File: config.mk
export PLATFORM = sky130hd
export DESIGN_NAME = dram_read_pipe
export DESIGN_NICKNAME = d
export VERILOG_FILES = /design/src/rtl/dram_device_model_read_pipe.sv
export SDC_FILE = /design/constraint.sdc
export NUM_CORES = 1
export LEC_CHECK = 0
export ABC_AREA = 1
export CORE_MARGIN = 2
export CORE_UTILIZATION = 40
export DETAILED_ROUTE_END_ITERATION = 12
export PLACE_DENSITY = 0.61
export SLEW_MARGIN = 20
export SYNTH_ARGS = -nofsm -noshare
export SYNTH_HDL_FRONTEND = slang
export SYNTH_SLANG_ARGS = --single-unit
File: constraint.sdc
create_clock -name ACLK -period 0.84 [get_ports ACLK]
set_input_delay 0.168 -clock ACLK [delete_from_list [all_inputs] [get_ports ACLK]]
set_output_delay 0.168 -clock ACLK [all_outputs]
set_load 0.01 [all_outputs]
File: src/rtl/dram_device_model_read_pipe.sv
// CAS-latency read pipeline: a CAS_LAT-deep {valid,data} shift register feeding
// a registered VALID strobe and a Q register that holds its last value.
module dram_read_pipe #(
  parameter int CAS_LAT = 5
) (
  input  logic        ACLK,
  input  logic        ARESETn,
  input  logic        i_push,
  input  logic [31:0] i_data,
  output logic        o_valid,
  output logic [31:0] o_data
);

  logic [CAS_LAT-1:0] r_valid;
  logic [31:0]        r_data [CAS_LAT];
  logic               r_outValid;
  logic [31:0]        r_outData;

  always_ff @(posedge ACLK or negedge ARESETn) begin
    if (!ARESETn) begin
      r_valid    <= '0;
      r_outValid <= 1'b0;
      r_outData  <= '0;
    end else begin
      r_valid[0] <= i_push;
      for (int i = 1; i < CAS_LAT; i++) begin
        r_valid[i] <= r_valid[i-1];
      end
      r_outValid <= r_valid[CAS_LAT-1];
      if (r_valid[CAS_LAT-1]) begin
        r_outData <= r_data[CAS_LAT-1];
      end
    end
  end

  // Payload only matters where its valid bit is set, so it needs no reset.
  always_ff @(posedge ACLK) begin
    r_data[0] <= i_data;
    for (int i = 1; i < CAS_LAT; i++) begin
      r_data[i] <= r_data[i-1];
    end
  end

  assign o_valid = r_outValid;
  assign o_data  = r_outData;

endmodule

# Yosys cells after proc, flatten, opt, wreduce, memory -nomap -nowiden
# Memories as Yosys holds them, arrays and structs flattened. A register that Yosys moved wholly into a read port is not among the register bits.
# Cells that the tools add are included.
# Widths: inputs -> output; s select.
# word_totals
ff_bits,6
latchBits,0
mem_bits_rw,160
mem_bits_ro,0
input_bits,35
out_inout_bits,33
word_cells,4
memories,1
# classes
add_sub_neg,0
mul,0
div,0
magnitude_cmp,0
eq_ne,0
n_shift,0
mux,0
bitwise_logic,0
n_reduce_logical,1
# memory_table
memory,depth,word_bits,read_ports,rd_ports_with_merged_regs,write_ports,line,rtl
r_data,5,32,5,1,5,15,logic [31:0] r_data [CAS_LAT];
# op_table
op,count
$logic_not 1->1,1

# Longest topological paths before layout
# Gate-level depths: netlist of run 1.
# logic_depth
ltp_word,1
ltp_mapped,5
ltp_nobuf,3

# Worst setup path before layout of run 1
# OpenSTA, ideal clock, no wires.
# synth_timing
path_kind,register to register
start,register r_valid[4]
end,"register r_outData[0], in the netlist o_data[0] (read register of r_data)"
setup_time_ns,0.117
t_arrival_ns,0.738
t_required_ns,0.723
setup_slack_ns,-0.015
path_stages_with_launch,5
n_path_buf,2
synth_period_minus_slack_ns,0.855
cell_sequence,dfrtp_1 > buf_6 > clkbuf_8 > nand2_1 > nand2_1
# synth_rtl
item,line,rtl
from (decl),14,logic [CAS_LAT-1:0] r_valid;
"from (signal, indexed assignment)",27,r_valid[i] <= r_valid[i-1];
to (decl),17,logic [31:0] r_outData;

# Final worst setup path of run 1
# layout_timing
start,"register r_outData[14], in the netlist o_data[14] (read register of r_data)"
end,output o_data[14]
# layout_rtl
item,line,rtl
to (decl),11,output logic [31:0] o_data
# No word-level cell between the ends.

==> results.sh, run 1 <==
export IMPL_gr_usage_met3_pct=4.57
export IMPL_synth_seq_cells=198
export IMPL_slew_headroom_pct=85.1
export IMPL_hp_class="input port to asynchronous set/reset pin"
export IMPL_start_kind="flip-flop"
export IMPL_grt_pass1_wl_um=11500
export IMPL_die_w_um=112
export IMPL_die_h_um=112
export IMPL_finalWorstSetupSlack_ns=-0.279
export IMPL_die_area_um2=12500
export IMPL_grt_busiest_layer="met2"
export IMPL_synth_distinct_cells=8
export IMPL_ff2ff_setup_slack_ns=-0.16
export IMPL_final_hold_viol_count=0
export IMPL_synth_nets=337
export IMPL_io_buffers=67
export IMPL_synth_seq_area_share_pct=89.4
export IMPL_drt_wl_total_um=7090
export IMPL_crit_type="flip-flop to output pin"
export IMPL_crit_arrival_ns=0.95
export IMPL_syn_area_per_cell_um2=15.4
export IMPL_wl_per_cell_um=12.2
export IMPL_end_kind="output pin"
export IMPL_cts_buffers=17
export IMPL_grt_overflow=0
export IMPL_worstPathBufferInverterCount=1
export IMPL_cts_sink_count=198
export IMPL_setup_viol=65
export IMPL_vias=2308
export IMPL_grt_pass1_vias=2385
export IMPL_clk_path_buf_depth=2
export IMPL_cts_tree="yes"
export IMPL_tightest_slew_ns=0.223
export IMPL_synth_top_cell_by_area="dfxtp_1"
export IMPL_track_usage_pct=12.5
export IMPL_grtUsageMet1_pct=14.2
export IMPL_syn_cell_area_um2=4650
export IMPL_synth_area_leaders="dfxtp_1, dfrtp_1, nand2_1, nand2_2, clkbuf_8"
export IMPL_gp_congestion=0.716
export IMPL_clk_pin_slew_ns=0.07
export IMPL_max_freq_ghz=0.894
export IMPL_clk_latency_ns=0.42
export IMPL_grt_max_degree=33
export IMPL_synth_main_ff_cell="dfxtp_1"
export IMPL_worstPathMaxFanout=2
export IMPL_period_needed_ns=1.12
export IMPL_cpLargestDelayFamily="flip-flops"
export IMPL_antenna_found_initial=0
export IMPL_start_util_pct=40.9
export IMPL_pin_count=68
export IMPL_clock_skew_ns=0.0103
export IMPL_postRouteAntennaNets=0
export IMPL_dp_hpwl_um=3720
export IMPL_crit_chain="buf_6"
export IMPL_max_vdd_ir_drop_v=0.00153
export IMPL_num_antenna_cells=0
export IMPL_synth_most_common_cell="dfxtp_1"
export IMPL_slowest_delay_ns=0.40
export IMPL_use_met2_pct=20.6
export IMPL_drive_above_1_share_pct=42.1
export IMPL_fp_row_count=39
export IMPL_maxCapViolCount=0
export IMPL_drt_iter0_markers=72
export IMPL_area_growth_pct=43.5
export IMPL_leakage_nw=3.10
export IMPL_rsz0062_at_grt="yes"
export IMPL_clockRootBuffer="clkbuf_16"
export IMPL_vias_per_cell=3.97
export IMPL_finalMaxSlewViolations=0
export IMPL_yosys_warnings=0
export IMPL_synth_cells=302
export IMPL_holdWs_ns=0.140
export IMPL_cts_htree_levels=4
export IMPL_synth_edf_count=0
export IMPL_violations="setup timing"
export IMPL_first_pass_iters=4
export IMPL_route_detailed_drc=0
export IMPL_design_final_nets=461
export IMPL_async_flop_share_pct=19.2
export IMPL_status="complete, but fails checks"
export IMPL_synth_top_area_share_pct=68.9
export IMPL_final_util_pct=58.6
export IMPL_period_share_pct=133
export IMPL_finalPower_mw=19.1
export IMPL_p_per_area_nw_per_um2=2860
export IMPL_cpMaxStageDelayCell="dfrtp_1"
export IMPL_crit_required_ns=0.67
export IMPL_yosys_top_cells_count="dfxtp_1, nand2_1, dfrtp_1"
export IMPL_core_area_um2=11400
## routing by layer
| layer | vias to the layer above | wire, um |
|---|---|---|
| li1 | 1175 | - |
| met1 | 1078 | 3000 |
| met2 | 51 | 3730 |
| met3 | 4 | 292 |
| met4 | 0 | 70 |
| met5 | - | 0 |
## cells by family after synthesis
| kind of cell | after synthesis | share of synthesized area (%) |
|---|---|---|
| DFF | 198 | 89.4 |
| and+or+nand+nor | 96 | 8.30 |
| buffers and inverters | 8 | 2.29 |
## final cells by class
type,instances,area [um2]
Fill cell,911,4700
Inverter,1,20.0
Clock inverter,12,98.8
Tap cell,143,179
Timing Repair Buffer,110,1010
Multi-Input combinational cell,96,678
Clock buffer,20,489
Timing Repair inverter,2,36.3
Sequential cell,198,4160
## power by group
part           leakage [nW]  internal (mW)  switching (mW)
combinational         0.997          0.666           0.491
clock                 0.296           4.31            3.44
sequential             1.81           9.97           0.202
## worst paths after layout
path / start / depth (start not counted) / end
max: o_data[14]$_DFFE_PN0P_ / 1 / o_data[14]
min: ARESETn / 2 / o_data[15]$_DFFE_PN0P_
max reg2reg: r_valid[4]$_DFF_PN0_ / 4 / o_data[8]$_DFFE_PN0P_
min reg2reg: r_data[0][26]$_DFF_P_ / 0 / r_data[1][26]$_DFF_P_
max in group asynchronous: ARESETn / 3 / r_valid[4]$_DFF_PN0_
min in group ACLK: i_data[1] / 1 / r_data[0][1]$_DFF_P_
## cells in the final DEF (no fill, tap or decap), types with 3 or more instances in the layout
cell / n
dfxtp_1: 160
nand2_2: 46
dfrtp_1: 37
clkdlybuf4s50_1: 33
buf_4: 33
nand2_4: 27
buf_2: 26
nand2_1: 23
clkbuf_16: 19
buf_6: 9
inv_6: 6
buf_16: 4
buf_12: 4
clkinv_2: 3
## what timing repair did
action,4_1_cts,5_1_grt
gates resized for setup,197,46
buffers inserted,15,7
gates cloned,6,0
endpoints found under the hold margin,38,0
pin swaps,28,5
hold buffers,1,0
setup endpoints to repair,65,65
## sequential cells by signal, summed over array words and instances, names as in the netlist
name / cells
o_data: 32
o_valid: 1
r_data: 160
r_valid: 5
## metrics by stage
stage               instance area (um2)  setup slack, ns  setup TNS, ns  cells
global route                       6670           -0.324         -14.60    582
global placement                   5550           -0.237          -9.69    521
floorplan                          4650          -0.0147         -0.438    302
detailed placement                 5550           -0.239         -10.41    521
finish                             6670           -0.279         -12.33    582
CTS                                6440           -0.309         -13.06    575
Note: power is estimated with default switching activity, not from simulation.
==> inputs of run 2 (changes only) <==
- CAP_MARGIN: default -> 20
==> results of run 2 <==
Final layout, timing and power as in run 1 (identical DEF).
==> inputs of run 3 (changes only) <==
- CAP_MARGIN: 20 -> default
- HOLD_SLACK_MARGIN: default -> 0.1
==> results of run 3 <==
Final layout, timing and power as in run 1 (identical DEF).
